$ cat src/rtl/geo_cmd_player_pkg.sv
// geo_cmd_player_pkg: shared widths, address step and player state encoding
package geo_cmd_player_pkg;
  localparam int GEO_WORD_W = 16;
  localparam int GEO_ADDR_W = 32;
  localparam logic [GEO_ADDR_W-1:0] ADDR_STEP = 32'd2;
  typedef enum logic [1:0] {IDLE, RUN, DRAIN, FLUSH} state_t;
endpackage

$ cat src/rtl/geo_cmd_player_fifo.sv
// geo_cmd_player_fifo: show-ahead word buffer with occupancy count and synchronous clear
module geo_cmd_player_fifo #(
  parameter int DEPTH = 16,
  parameter int W = 16
) (
  input  logic                     clk,
  input  logic                     clr,
  input  logic                     wr,
  input  logic [W-1:0]             din,
  input  logic                     rd,
  output logic [W-1:0]             dout,
  output logic [$clog2(DEPTH):0]   count
);
  localparam int AW = $clog2(DEPTH);
  localparam logic [AW:0] FULL = (AW+1)'(DEPTH);
  logic [W-1:0] mem [DEPTH];
  logic [AW-1:0] wp, rp;
  logic do_wr, do_rd;
  assign do_rd = rd && count != '0;
  assign do_wr = wr && (count != FULL || do_rd);
  assign dout = mem[rp];
  always_ff @(posedge clk)
    if (do_wr && !clr) mem[wp] <= din;
  always_ff @(posedge clk) begin
    if (clr) begin
      wp <= '0;
      rp <= '0;
      count <= '0;
    end else begin
      if (do_wr) wp <= wp + 1'b1;
      if (do_rd) rp <= rp + 1'b1;
      count <= count + (AW+1)'(do_wr) - (AW+1)'(do_rd);
    end
  end
endmodule

$ cat src/rtl/geo_cmd_list_player.sv
// geo_cmd_list_player: replays a RAM command list into the geometry FIFO; GEO_CMD_PLAYER_CHECKSUM_EN adds a strobed-word checksum
module geo_cmd_list_player
  import geo_cmd_player_pkg::*;
#(
  parameter int BUF_DEPTH = 16
) (
  input  logic                  clk,
  input  logic                  reset,
  input  logic                  start,
  input  logic                  abort,
  input  logic [GEO_ADDR_W-1:0] list_addr,
  input  logic [15:0]           list_len,
  output logic                  rd_req,
  output logic [GEO_ADDR_W-1:0] ram_addr,
  input  logic [GEO_WORD_W-1:0] rd_data_in,
  input  logic                  rd_data_rdy,
  input  logic                  ram_mux_busy,
  input  logic                  fifo_cmd_busy,
  output logic                  fifo_cmd_ready,
  output logic [GEO_WORD_W-1:0] fifo_cmd_out,
  output logic                  busy,
  output logic                  done,
  output logic [15:0]           words_sent,
  output logic [GEO_WORD_W-1:0] checksum
);
  localparam int CW = $clog2(BUF_DEPTH);
  state_t state, state_n;
  logic [15:0] len_q, issued;
  logic [CW:0] inflight, count;
  logic [GEO_WORD_W-1:0] head;
  logic active, go, accept, resp, pop, clr;
  assign active = state == RUN || state == DRAIN;
  assign go = state == IDLE && start && !abort;
  // reads in flight plus buffered words never exceed the buffer, so it cannot overflow
  assign rd_req = state == RUN && issued != len_q &&
                  ({1'b0, inflight} + {1'b0, count}) < (CW+2)'(BUF_DEPTH);
  assign accept = rd_req && !ram_mux_busy;
  assign resp = rd_data_rdy && state != IDLE && inflight != '0;
  assign pop = active && count != '0 && !fifo_cmd_busy && !abort;
  assign clr = reset || (state_n == FLUSH && state != FLUSH);
  assign busy = state != IDLE;
  always_comb begin
    state_n = state;
    case (state)
      IDLE:    state_n = go && list_len != '0 ? RUN : IDLE;
      RUN:     state_n = abort ? FLUSH : issued == len_q ? DRAIN : RUN;
      DRAIN:   state_n = abort ? FLUSH : count == '0 && inflight == '0 ? IDLE : DRAIN;
      default: state_n = inflight == '0 ? IDLE : FLUSH;
    endcase
  end
  geo_cmd_player_fifo #(.DEPTH(BUF_DEPTH), .W(GEO_WORD_W)) u_fifo (
    .clk   (clk),
    .clr   (clr),
    .wr    (rd_data_rdy && active),
    .din   (rd_data_in),
    .rd    (pop),
    .dout  (head),
    .count (count)
  );
  always_ff @(posedge clk) begin
    if (reset) begin
      state <= IDLE;
      ram_addr <= '0;
      len_q <= '0;
      issued <= '0;
      inflight <= '0;
      fifo_cmd_ready <= 1'b0;
      fifo_cmd_out <= '0;
      done <= 1'b0;
      words_sent <= '0;
    end else begin
      state <= state_n;
      done <= (state != IDLE || go) && state_n == IDLE;
      if (go) begin
        ram_addr <= list_addr & ~GEO_ADDR_W'(1);
        len_q <= list_len;
        issued <= '0;
      end else if (accept) begin
        ram_addr <= ram_addr + ADDR_STEP;
        issued <= issued + 16'd1;
      end
      inflight <= inflight + (CW+1)'(accept) - (CW+1)'(resp);
      fifo_cmd_ready <= pop;
      if (pop) fifo_cmd_out <= head;
      words_sent <= go ? '0 : words_sent + 16'(pop);
    end
  end
`ifdef GEO_CMD_PLAYER_CHECKSUM_EN
  logic [GEO_WORD_W-1:0] sum;
  always_ff @(posedge clk)
    if (reset || go) sum <= '0;
    else if (pop) sum <= sum + head;
  assign checksum = sum;
`else
  assign checksum = '0;
`endif
endmodule
$ cat config.mk
export PLATFORM = sky130hd
export DESIGN_NAME = geo_cmd_list_player
export DESIGN_NICKNAME = d
export VERILOG_FILES = /design/src/rtl/geo_cmd_player_pkg.sv /design/src/rtl/geo_cmd_player_fifo.sv /design/src/rtl/geo_cmd_list_player.sv
export SDC_FILE = /design/constraint.sdc
export NUM_CORES = 1
export LEC_CHECK = 0
export CORE_ASPECT_RATIO = 0.7
export CORE_MARGIN = 1.5
export CORE_UTILIZATION = 51
export DETAILED_ROUTE_END_ITERATION = 6
export PLACE_DENSITY = 0.73
export RECOVER_POWER = 50
export SYNTH_ARGS = -nofsm -noshare
export SYNTH_HDL_FRONTEND = slang
export SYNTH_SLANG_ARGS = --single-unit
$ cat constraint.sdc
create_clock -name clk -period 5.9 [get_ports clk]
set_clock_uncertainty 0.05 [all_clocks]
set_input_delay 0.885 -clock clk [delete_from_list [all_inputs] [get_ports clk]]
set_output_delay 0.885 -clock clk [all_outputs]
set_load 0.02 [all_outputs]
==> Flow_metrics.wiki, run 1 <==
{| class="wikitable"
! Metric !! Value
|-
| Maximum root-to-sink buffer count || 3
|-
| Yosys reg bits || 373
|-
| Ratio of total power to cell area || 344 nW/um2
|-
| Most used flip-flop cell after synthesis || edfxtp_1
|-
| Fraction of registers with async set/reset || 0%
|-
| Number of buffers inserted to repair setup after CTS || 0
|-
| Switching part of the total || 27.3%
|-
| Worst EP arrival || 4.65 ns
|-
| Sum of negative setup slack || 0 ns
|-
| Final cycle utilization of the critical path || 72.0%
|-
| Reported max-cap violation count || 1
|-
| Hold path endpoint || fifo_cmd_out[11]$_SDFFE_PP0N_
|-
| Die X || 213 um
|-
| Setup slack on the worst flop-to-flop path || 1.72 ns
|-
| Lkg Pwr || 6.14 nW
|-
| CP startpoint || abort
|-
| Required time of the critical path || 6.30 ns
|-
| Top cell types by occurrence after synthesis || edfxtp_1, dfxtp_1, nand2_1
|-
| Count of cells along the worst hold path || 2
|-
| Detail-routed net length per standard cell || 20.6 um
|-
| Clock Power Share || 34.5%
|-
| Number of primary I/O pins || 155
|-
| Share of power burned in combinational logic || 18.2%
|-
| Critical R2R Capture || u_fifo.count[4]$_SDFF_PP0_
|-
| Overall Global Routing Usage || 22.4%
|-
| Vias || 9,687
|-
| Sequential area share after synthesis || 63.6%
|-
| Top-count cell post-synth || edfxtp_1
|-
| Critical path startpoint category || input port
|-
| Shortest clock period the worst path allows after layout || 4.25 ns
|-
| Net Switching || 1.77 mW
|-
| Synthesized netlist cell count || 1,119
|-
| Number of standard cells in the final layout excluding fillers || 1,707
|-
| Unrepaired setup endpoints after global routing || false
|-
| Fin nets || 1,369
|-
| Share of Yosys cell area claimed by the top area cell type || 48.7%
|-
| Pin count of the biggest net entering global routing || 46
|-
| Clock sinks || 373
|-
| TritonCTS clock tree || done
|-
| Footprint of the flip-flops and latches || 10,000 um2
|-
| RePlAce Congestion || 0.849
|-
| Syn Area/Cell || 14.1 um2
|-
| CTS H-tree depth || 2
|-
| Internal power of the cells || 4.70 mW
|-
| Max-Slew Margin vs Limit || -16.7%
|-
| Remaining routing DRC violations || 0
|-
| Number of core rows || 53
|-
| Failing checks || max-capacitance violations, max-slew violations
|-
| Type of element capturing the critical path || flop
|-
| Quantity of gates resized following cts || 0
|-
| Largest voltage drop on the vdd net || 246 uV
|-
| Number of synthesized flops with an enable pin || 256
|-
| DRT Pass-1 Iters || 5
|-
| Via count of the first global-routing pass || 9,269
|-
| FILL cells || 2,292
|-
| Synthesized area || 15,800 um2
|-
| Wire length reported by the detailed router || 35,200 um
|-
| Floorplan die height || 150 um
|-
| Hold_ws || 0.400 ns
|-
| Effective utilization at floorplan || 52.2%
|-
| Initial antenna violation count || 0
|-
| Final number of hold-violating endpoints || 0
|-
| Number of placed instances with taps included || 1,641
|-
| Tightest Pin Transition || 1.75 ns
|-
| Crit-path max FO || 43
|-
| Register clock-pin slew on the reported worst setup and hold paths || 0.06 ns
|-
| DR iter-0 viols || 924
|-
| Antenna violation net count after detailed routing || 0
|-
| Area of the die || 32,000 um2
|-
| Synth area leader || edfxtp_1
|-
| Layout area overhead || 19.2%
|-
| Area of combinational cells with multiple inputs || 5390 um2
|-
| Peak Freq || 0.236 GHz
|-
| Count of hold buffers inserted by post-cts repair || 0
|-
| Hold WC Path Type || reg2reg
|-
| DR vias/cell || 5.67
|-
| Status || complete, but fails checks
|-
| Inserted Clock Buffers || 36
|-
| Ranking of synthesized cells by area || edfxtp_1, dfxtp_1, mux4_2
|-
| Aggregate global routing overflow || 0
|-
| Worst reg2reg startpoint || u_fifo.count[2]$_SDFF_PP0_
|-
| Antenna cell count || 0
|-
| Count of endpoints failing setup in the final report || 0
|-
| Pins over their slew limit || 44
|-
| Worst hold path startpoint || fifo_cmd_out[11]$_SDFFE_PP0N_
|-
| Clock tree root buffer cell || clkbuf_16
|-
| Worst setup path category || in2reg
|-
| Std-Cell Core Area || 30,200 um2
|-
| Wire length of the first global-routing pass || 53,900 um
|-
| Proportion of layout cells with a drive suffix above 1 || 14.9%
|-
| Number of cells traversed by the worst register-to-register path || 16
|-
| Clock latency of the later-clocked register in the worst-skew pair || 0.54 ns
|-
| Warning count from the yosys run || 0
|-
| Final HPWL DP || 22,600 um
|-
| Sequential power share || 47.3%
|-
| Post-synth cell types || 53
|-
| Count of input and output buffers || 136
|}
## critical path: stages
cell and delay, ns:
dlygate4sd3_1 0.60, nand3b_1 0.15, clkbuf_1 1.27, nand2_1 0.79, buf_4 0.49, nor3b_1 0.24
nand3_1 0.10, o211ai_1 0.11
## stage by stage
| step | setup slack [ns] | power (mW) | util [%] | cell area (um2) |
|---|---|---|---|---|
| floorplan | 1.69 | 3.90 | - | 15800 |
| global placement | 1.45 | 4.27 | 58.4 | 17700 |
| detailed placement | 1.33 | 4.31 | 58.4 | 17700 |
| CTS | 1.93 | 6.54 | 62.2 | 18800 |
| global route | 1.36 | 6.75 | 62.2 | 18800 |
| finish | 1.65 | 6.47 | 62.2 | 18800 |
## final cells by class
cell class	instances	share of cell area, %
Clock inverter	14	0.832
Clock buffer	52	5.24
Tap cell	412	2.74
Timing Repair Buffer	169	8.49
Multi-Input combinational cell	655	28.7
Inverter	32	0.639
Sequential cell	373	53.4
## placed cells by master (no fill, tap or decap), types with 11 or more instances in the layout
master           instances
edfxtp_1               256
inv_1                   31
nor3_2                  11
clkbuf_16               36
nand2_1                111
nor2_1                  45
ha_1                    29
clkdlybuf4s50_1         67
o21ai_0                 37
conb_1                  17
nand4_1                 19
nand3_1                 33
clkbuf_1                15
xor2_1                  15
nor4_1                  17
buf_4                   31
dfxtp_1                115
xnor2_1                 54
a21oi_1                 60
mux4_2                  80
and3_1                  15
dlygate4sd3_1           68
nor3_1                  25
## power groups by stage
| stage | clock (mW) | sequential (mW) | combinational, mW |
|---|---|---|---|
| global route | 2.38 | 3.08 | 1.29 |
| detailed placement | 0 | 3.12 | 1.19 |
| CTS | 2.28 | 3.06 | 1.20 |
| floorplan | 0 | 3.13 | 0.764 |
| global placement | 0 | 3.11 | 1.16 |
| finish | 2.23 | 3.06 | 1.18 |
## how the worst max path moves through the flow
| stage | end | slack [ns] | cells past startpoint |
|---|---|---|---|
| finish | ram_addr[31]$_SDFFE_PP0P_ | 1.65 | 8 |
| global route | ram_addr[31]$_SDFFE_PP0P_ | 1.36 | 8 |
| CTS | u_fifo.mem[9][14]$_DFFE_PP_ | 1.93 | 8 |
| detailed placement | u_fifo.mem[9][3]$_DFFE_PP_ | 1.33 | 8 |
| global placement | u_fifo.mem[9][3]$_DFFE_PP_ | 1.45 | 8 |
| floorplan | u_fifo.mem[8][0]$_DFFE_PP_ | 1.69 | 6 |
## flip-flops by register name (all words and copies together), names as in the netlist, 4 cells and up
| register | count |
|---|---|
| u_fifo.count | 5 |
| issued | 16 |
| ram_addr | 31 |
| words_sent | 16 |
| u_fifo.mem | 256 |
| fifo_cmd_out | 16 |
| inflight | 5 |
| u_fifo.wp | 4 |
| u_fifo.rp | 4 |
| len_q | 16 |
## cell families after synthesis
logic type      synth area share [%]
buf+inv                         3.13
mux                             11.9
simple gates                    10.6
fa+ha+maj                       2.55
flops                           63.6
other cells                   0.0238
compound gates                  4.36
xor+xnor                        3.83
## per-layer routing
layer  GRT usage [%]  wire length [um]  vias to the layer above
met5               0                 0                        -
met4            5.32               575                        0
met3            4.21              2270                       48
met2            33.4             15900                      306
met1            34.3             16400                     4847
li1                -                 -                     4486
Power figures use the tool's default switching activity.
==> run 2: changes to the inputs <==
==> constraint.sdc (replaced) <==
create_clock -name clk -period 4.4 [get_ports clk]
set_clock_uncertainty 0.05 [all_clocks]
set_input_delay 0.66 -clock clk [delete_from_list [all_inputs] [get_ports clk]]
set_output_delay 0.66 -clock clk [all_outputs]
set_load 0.02 [all_outputs]
==> Flow_metrics.wiki, run 2 (synthesized netlist as in run 1, its figures left out) <==
{| class="wikitable"
! Metric !! Value
|-
| Initial antenna violation count || 1 (was 0)
|-
| Largest registers || u_fifo.mem: 256 flops, ram_addr: 31 flops (unchanged)
|-
| Shortest clock period the worst path allows after layout || 3.60 ns
|-
| Worst reg2reg startpoint || inflight[1]$_SDFF_PP0_ (was u_fifo.count[2]$_SDFF_PP0_)
|-
| Commonest non-fill, non-tap cells in the layout || edfxtp_1, dfxtp_1, nand2_1, mux4_2, dlygate4sd3_1 (unchanged)
|-
| Hold WC Path Type || reg2reg (unchanged)
|-
| Worst setup path category || reg2reg (was in2reg)
|-
| Peak Freq || 0.278 GHz
|-
| FILL cells || 2,266 (was 2,292)
|-
| Highest metal layer with signal wires || met4 (unchanged)
|-
| DRT Pass-1 Iters || 5 (unchanged)
|-
| TritonCTS clock tree || done (unchanged)
|-
| Ratio of total power to cell area || 467 nW/um2 (was 344 nW/um2)
|-
| Fin nets || 1,377 (was 1,369)
|-
| Met3 wire length || 2560 um (was 2270 um)
|-
| Sum of negative setup slack || 0 ns (unchanged)
|-
| Number of core rows || 53 (unchanged)
|-
| Critical R2R Capture || inflight[4]$_SDFF_PP0_ (was u_fifo.count[4]$_SDFF_PP0_)
|-
| Detail-routed net length per standard cell || 21.1 um (was 20.6 um)
|-
| Register clock-pin slew on the reported worst setup and hold paths || 0.06 ns (about the same)
|-
| Final HPWL DP || 22,800 um (was 22,600 um)
|-
| Pins over their slew limit || 0 (was 44)
|-
| Effective utilization at floorplan || 52.2% (unchanged)
|-
| Lkg Pwr || 6.23 nW (was 6.14 nW)
|-
| Number of flip-flops under the largest register name || 256 (unchanged)
|-
| Remaining routing DRC violations || 0 (unchanged)
|-
| Amount of wire on met2 after detailed routing || 16,400 um (was 15,900 um)
|-
| Clock tree root buffer cell || clkbuf_16 (unchanged)
|-
| Number of buffers inserted to repair setup after CTS || 0 (unchanged)
|-
| Wire length of the first global-routing pass || 54,800 um (was 53,900 um)
|-
| Hold path endpoint || fifo_cmd_out[11]$_SDFFE_PP0N_ (unchanged)
|-
| Pin count of the biggest net entering global routing || 60 (was 46)
|-
| Clock latency of the later-clocked register in the worst-skew pair || 0.55 ns (was 0.54 ns)
|-
| Critical path startpoint category || flop (was input port)
|-
| Proportion of layout cells with a drive suffix above 1 || 15.3% (was 14.9%)
|-
| Standard cell area after detailed placement || 17,700 um2 (about the same)
|-
| Layout area overhead || 19.9% (was 19.2%)
|-
| Number of cells traversed by the worst register-to-register path || 17 (was 16)
|-
| Area of the die || 32,000 um2 (unchanged)
|-
| CTS H-tree depth || 2 (unchanged)
|-
| Die X || 213 um (unchanged)
|-
| Most common library cell in the layout ignoring fill and taps || edfxtp_1 (unchanged)
|-
| Via count of the first global-routing pass || 9,330 (was 9,269)
|-
| Quantity of gates resized following cts || 0 (unchanged)
|-
| Number of primary I/O pins || 155 (unchanged)
|-
| Antenna violation net count after detailed routing || 0 (unchanged)
|-
| Count of hold buffers inserted by post-cts repair || 0 (unchanged)
|-
| Floorplan die height || 150 um (unchanged)
|-
| Largest voltage drop on the vdd net || 385 uV (was 246 uV)
|-
| Crit-path max FO || 23 (was 43)
|-
| Antenna cell count || 0 (unchanged)
|-
| Reported max-cap violation count || 0 (was 1)
|-
| Std-Cell Core Area || 30,200 um2 (unchanged)
|-
| Area of combinational cells with multiple inputs || 5390 um2 (about the same)
|-
| Final number of hold-violating endpoints || 0 (unchanged)
|-
| Inserted Clock Buffers || 37 (was 36)
|-
| Overall Global Routing Usage || 22.9% (was 22.4%)
|-
| Aggregate global routing overflow || 0 (unchanged)
|-
| DR vias/cell || 5.68 (was 5.67)
|-
| Footprint of the flip-flops and latches || 10,000 um2 (unchanged)
|-
| Count of input and output buffers || 136 (unchanged)
|-
| Tightest Pin Transition || 1.31 ns (was 1.75 ns)
|-
| Worst hold path startpoint || fifo_cmd_out[11]$_SDFFE_PP0N_ (unchanged)
|-
| Met1 routed wirelength after detailed routing || 16,600 um (was 16,400 um)
|-
| Required time of the critical path || 4.81 ns (was 6.30 ns)
|-
| Worst EP arrival || 4.01 ns (was 4.65 ns)
|-
| Unrepaired setup endpoints after global routing || false (unchanged)
|-
| Count of endpoints failing setup in the final report || 0 (unchanged)
|-
| RePlAce Congestion || 0.857 (was 0.849)
|-
| Max-Slew Margin vs Limit || 12.6% (was -16.7%)
|-
| Clock sinks || 373 (unchanged)
|-
| Maximum root-to-sink buffer count || 3 (unchanged)
|-
| Final cycle utilization of the critical path || 81.8%
|-
| Type of element capturing the critical path || flop (unchanged)
|-
| Setup slack on the worst flop-to-flop path || 0.80 ns (was 1.72 ns)
|-
| DR iter-0 viols || 762 (was 924)
|-
| Largest register by flop count || u_fifo.mem (unchanged)
|-
| Status || finished, final reports clean (was complete, but fails checks)
|-
| Count of cells along the worst hold path || 2 (unchanged)
|-
| Vias || 9,736 (was 9,687)
|-
| Final non-filler cell area || 18,900 um2 (was 18,800 um2)
|-
| Wire length reported by the detailed router || 36,200 um (was 35,200 um)
|}
[run 2: per-stage QoR]
step | utilization [%] | power, mW | setup WS (ns) | hold WS, ns | std cells
global placement | 58.6 | 5.74 | 0.724 | 0.394 | 1648
CTS | 62.6 | 8.93 | 0.818 | 0.407 | 1714
floorplan | - | 5.22 | 0.399 | 0.400 | 1135
global route | 62.5 | 9.21 | 0.471 | 0.438 | 1714
detailed placement | 58.6 | 5.79 | 0.601 | 0.398 | 1648
finish | 62.5 | 8.83 | 0.801 | 0.402 | 1714
[run 2: worst max-delay path by stage]
stage | endpoint | cells after the start | from | slack (ns)
3_3_place_gp | u_fifo.mem[6][1]$_DFFE_PP_ | 8 | list_len[10] | 0.72
2_1_floorplan | u_fifo.mem[8][0]$_DFFE_PP_ | 7 | issued[2]$_SDFFE_PP0P_ | 0.40
3_5_place_dp | u_fifo.mem[6][5]$_DFFE_PP_ | 8 | list_len[10] | 0.60
6_report | inflight[4]$_SDFF_PP0_ | 17 | inflight[1]$_SDFF_PP0_ | 0.80
4_1_cts | rd_req | 7 | issued[2]$_SDFFE_PP0P_ | 0.82
5_1_grt | inflight[4]$_SDFF_PP0_ | 17 | inflight[1]$_SDFF_PP0_ | 0.47
[run 2: routing by layer]
metal  track usage, %  vias up
met1             35.1     4847
met5                0        -
li1                 -     4507
met2             33.5      334
met3             4.84       48
met4             5.77        0
[run 2: area by class of cell]
cell class	count	area share (%)
Sequential cell	373	53.1
Multi-Input combinational cell	655	28.5
Timing Repair Buffer	176	8.74
Clock buffer	47	5.09
Tap cell	412	2.73
Clock inverter	19	1.24
Inverter	32	0.635
[run 2: where the power goes]
| group | internal [mW] | switching [mW] |
|---|---|---|
| Combinational | 0.688 | 0.908 |
| Sequential | 3.92 | 0.173 |
| Clock | 1.81 | 1.34 |
[run 2: critical path, stage by stage (launching register included)]
cell and delay, ns:
dfxtp_1 0.46, ha_1 0.27, and4_1 0.18, o21ai_0 0.39, nand4b_2 0.14, buf_4 0.25, nor2_2 0.14, inv_2 0.14
ha_1 0.31, inv_1 0.04, ha_1 0.18, inv_1 0.07, fa_1 0.19, inv_1 0.05, a21oi_1 0.12, nor2_1 0.07
or3_1 0.34, a21oi_1 0.14
==> run 3: changes to the inputs <==
--- a/config.mk
+++ b/config.mk
@@ -9,7 +9,7 @@
 export CORE_MARGIN = 1.5
 export CORE_UTILIZATION = 51
 export DETAILED_ROUTE_END_ITERATION = 6
-export PLACE_DENSITY = 0.73
+export PLACE_DENSITY = 0.75
 export RECOVER_POWER = 50
 export SYNTH_ARGS = -nofsm -noshare
 export SYNTH_HDL_FRONTEND = slang
==> constraint.sdc (replaced) <==
create_clock -name clk -period 3 [get_ports clk]
set_clock_uncertainty 0.05 [all_clocks]
set_input_delay 0.45 -clock clk [delete_from_list [all_inputs] [get_ports clk]]
set_output_delay 0.45 -clock clk [all_outputs]
set_load 0.02 [all_outputs]
==> Flow_metrics.wiki, run 3 (synthesized netlist as in run 1, its figures left out) <==
{| class="wikitable"
! Metric !! Value
|-
| Unrepaired setup endpoints after global routing || true (was false)
|-
| Hold_ws || 0.389 ns (was 0.402 ns)
|-
| Count of input and output buffers || 136 (unchanged)
|-
| Worst setup path category || reg2reg (unchanged)
|-
| Sum of negative setup slack || 0 ns (unchanged)
|-
| Register clock-pin slew on the reported worst setup and hold paths || 0.06 ns (about the same)
|-
| Hold WC Path Type || in2reg (was reg2reg)
|-
| Critical path startpoint category || flop (unchanged)
|-
| Lkg Pwr || 6.39 nW (was 6.23 nW)
|-
| Clock tree root buffer cell || clkbuf_16 (unchanged)
|-
| Tightest Pin Transition || 0.759 ns (was 1.31 ns)
|-
| Max-Slew Margin vs Limit || 49.4% (was 12.6%)
|-
| Cell breakdown of the critical path || ha_4, and4_1, o21ai_4, nand4b_4, nor2_4, inv_2, ha_4, inv_2, ha_4, inv_2, fa_2, inv_1, a21oi_1, nor2_1, or3_4, a21oi_2 (was ha_1, and4_1, o21ai_0, nand4b_2, buf_4, nor2_2, inv_2, ha_1, inv_1, ha_1, inv_1, fa_1, inv_1, a21oi_1, nor2_1, or3_1, a21oi_1)
|-
| Peak Freq || 0.346 GHz (was 0.278 GHz)
|-
| Global Route met3 Usage || 4.03% (was 4.84%)
|-
| Worst setup slack after layout || 0.108 ns (was 0.801 ns)
|-
| Proportion of layout cells with a drive suffix above 1 || 18.8% (was 15.3%)
|-
| GR Util met2 || 34.8% (was 33.5%)
|-
| Final number of hold-violating endpoints || 0 (unchanged)
|-
| Antenna cell count || 0 (unchanged)
|-
| Final cycle utilization of the critical path || 96.4% (was 81.8%)
|-
| Number of primary I/O pins || 155 (unchanged)
|-
| Status || finished, final reports clean (unchanged)
|-
| Vias || 9,824 (was 9,736)
|-
| DRT Pass-1 Iters || 5 (unchanged)
|-
| Reported max-cap violation count || 0 (unchanged)
|-
| Pins over their slew limit || 0 (unchanged)
|-
| Pin count of the biggest net entering global routing || 68 (was 60)
|-
| Crit. path cell count || 16 (was 17)
|-
| Setup slack on the worst flop-to-flop path || 0.11 ns (was 0.80 ns)
|-
| Number of core rows || 53 (unchanged)
|-
| Worst EP arrival || 3.28 ns (was 4.01 ns)
|-
| Std-Cell Core Area || 30,200 um2 (unchanged)
|-
| DP Worst Slack || -0.210 ns (was 0.601 ns)
|-
| Layout area overhead || 24.0% (was 19.9%)
|-
| Count of endpoints failing setup in the final report || 0 (unchanged)
|-
| Final core utilization || 64.7% (was 62.5%)
|-
| Number of flip-flops under the largest register name || 256 (unchanged)
|-
| Required time of the critical path || 3.39 ns (was 4.81 ns)
|-
| Count of hold buffers inserted by post-cts repair || 0 (unchanged)
|-
| Global routing's busiest layer || met2 (was met1)
|-
| Final HPWL DP || 23,800 um (was 22,800 um)
|-
| Die X || 213 um (unchanged)
|-
| Wire length reported by the detailed router || 35,300 um (was 36,200 um)
|-
| Met1 demand-to-capacity share in global routing || 33.3% (was 35.1%)
|-
| RePlAce Congestion || 0.794 (was 0.857)
|-
| Commonest non-fill, non-tap cells in the layout || edfxtp_1, clkdlybuf4s50_1, nand2_1, dfxtp_1, mux4_2 (was edfxtp_1, dfxtp_1, nand2_1, mux4_2, dlygate4sd3_1)
|-
| Overall Global Routing Usage || 22.4% (was 22.9%)
|-
| Inserted Clock Buffers || 36 (was 37)
|-
| Largest voltage drop on the vdd net || 541 uV (was 385 uV)
|-
| Remaining routing DRC violations || 0 (unchanged)
|-
| Largest registers || u_fifo.mem: 256 flops, ram_addr: 31 flops (unchanged)
|-
| Wire length of the first global-routing pass || 54,200 um (was 54,800 um)
|-
| Clock latency of the later-clocked register in the worst-skew pair || 0.52 ns (was 0.55 ns)
|-
| Crit-path max FO || 3 (was 23)
|-
| Clock sinks || 373 (unchanged)
|-
| Shortest clock period the worst path allows after layout || 2.89 ns (was 3.60 ns)
|-
| Fin nets || 1,404 (was 1,377)
|-
| Standard cell with the maximum stage delay on the critical path || or3_4 (was dfxtp_1)
|-
| Antenna violation net count after detailed routing || 0 (unchanged)
|-
| Max stage delay on crit path || 0.40 ns (was 0.46 ns)
|-
| Via count of the first global-routing pass || 9,618 (was 9,330)
|-
| Type of element capturing the critical path || flop (unchanged)
|-
| Effective utilization at floorplan || 52.2% (unchanged)
|-
| Ratio of total power to cell area || 683 nW/um2 (was 467 nW/um2)
|-
| Maximum root-to-sink buffer count || 3 (unchanged)
|-
| DR vias/cell || 5.65 (was 5.68)
|-
| Bufs and invs on worst path || 4 (was 5)
|-
| TritonCTS clock tree || done (unchanged)
|-
| Largest register by flop count || u_fifo.mem (unchanged)
|-
| Aggregate global routing overflow || 0 (unchanged)
|-
| Area of the die || 32,000 um2 (unchanged)
|-
| Most common library cell in the layout ignoring fill and taps || edfxtp_1 (unchanged)
|-
| PnR Total Power || 13.4 mW (was 8.83 mW)
|-
| Detail-routed net length per standard cell || 20.3 um (was 21.1 um)
|-
| DR iter-0 viols || 710 (was 762)
|-
| Count of cells along the worst hold path || 3 (was 2)
|-
| CTS H-tree depth || 2 (unchanged)
|-
| Number of cells traversed by the worst register-to-register path || 16 (was 17)
|-
| Floorplan die height || 150 um (unchanged)
|-
| CP top delay family || simple AND/OR/NAND/NOR gates (was adder cells)
|-
| Initial antenna violation count || 0 (was 1)
|}
-- run 3: what timing repair did --
| item | in CTS | in global routing |
|---|---|---|
| endpoints found under the setup margin | 1 | 193 |
| resized for setup | 2 | 11 |
| pin swaps | 0 | 3 |
| cloned | 0 | 0 |
| endpoints found under the hold margin | 0 | 0 |
| setup buffers | 0 | 4 |
-- run 3: path summary, 6_finish.rpt --
path,to,from
max,inflight[4]$_SDFF_PP0_,u_fifo.count[2]$_SDFF_PP0_
min,words_sent[0]$_SDFF_PP0_,reset
max reg2reg,inflight[4]$_SDFF_PP0_,u_fifo.count[2]$_SDFF_PP0_
min reg2reg,fifo_cmd_out[14]$_SDFFE_PP0N_,fifo_cmd_out[14]$_SDFFE_PP0N_
-- run 3: power by group --
part	total (mW)	internal (mW)	switching, mW
clock network	4.56	2.68	1.88
logic	2.78	1.29	1.49
registers	6.02	5.75	0.262
-- run 3: stage by stage --
| step | cell area, um2 | std cells |
|---|---|---|
| 2_1_floorplan | 16100 | 1135 |
| 5_1_grt | 19600 | 1740 |
| 4_1_cts | 19500 | 1736 |
| 3_5_place_dp | 18300 | 1672 |
| 6_report | 19600 | 1740 |
| 3_3_place_gp | 18300 | 1672 |
-- run 3: layer usage --
layer	wire length, um	vias to the layer above
li1	-	4571
met1	16200	4896
met2	16400	310
met3	2250	47
met4	560	0
met5	0	-
-- run 3: worst register-to-register path, delay by kind of cell (launching register included) --
family / cells / cell delay, ns
adders and majority gates: 4 / 0.84
buffers and inverters: 4 / 0.20
and+or+nand+nor: 5 / 0.93
AOI/OAI and AO/OA: 3 / 0.44
DFF: 1 / 0.36
-- run 3: final cells by class --
class / instances / area (um2)
flip-flops and latches: 373 / 10000
multi-input cells: 655 / 5620
repair buffers: 204 / 2060
clock buffers: 46 / 990
fillers: 2184 / 10700
inverters: 32 / 120
well taps: 412 / 515
clock inverters: 18 / 195
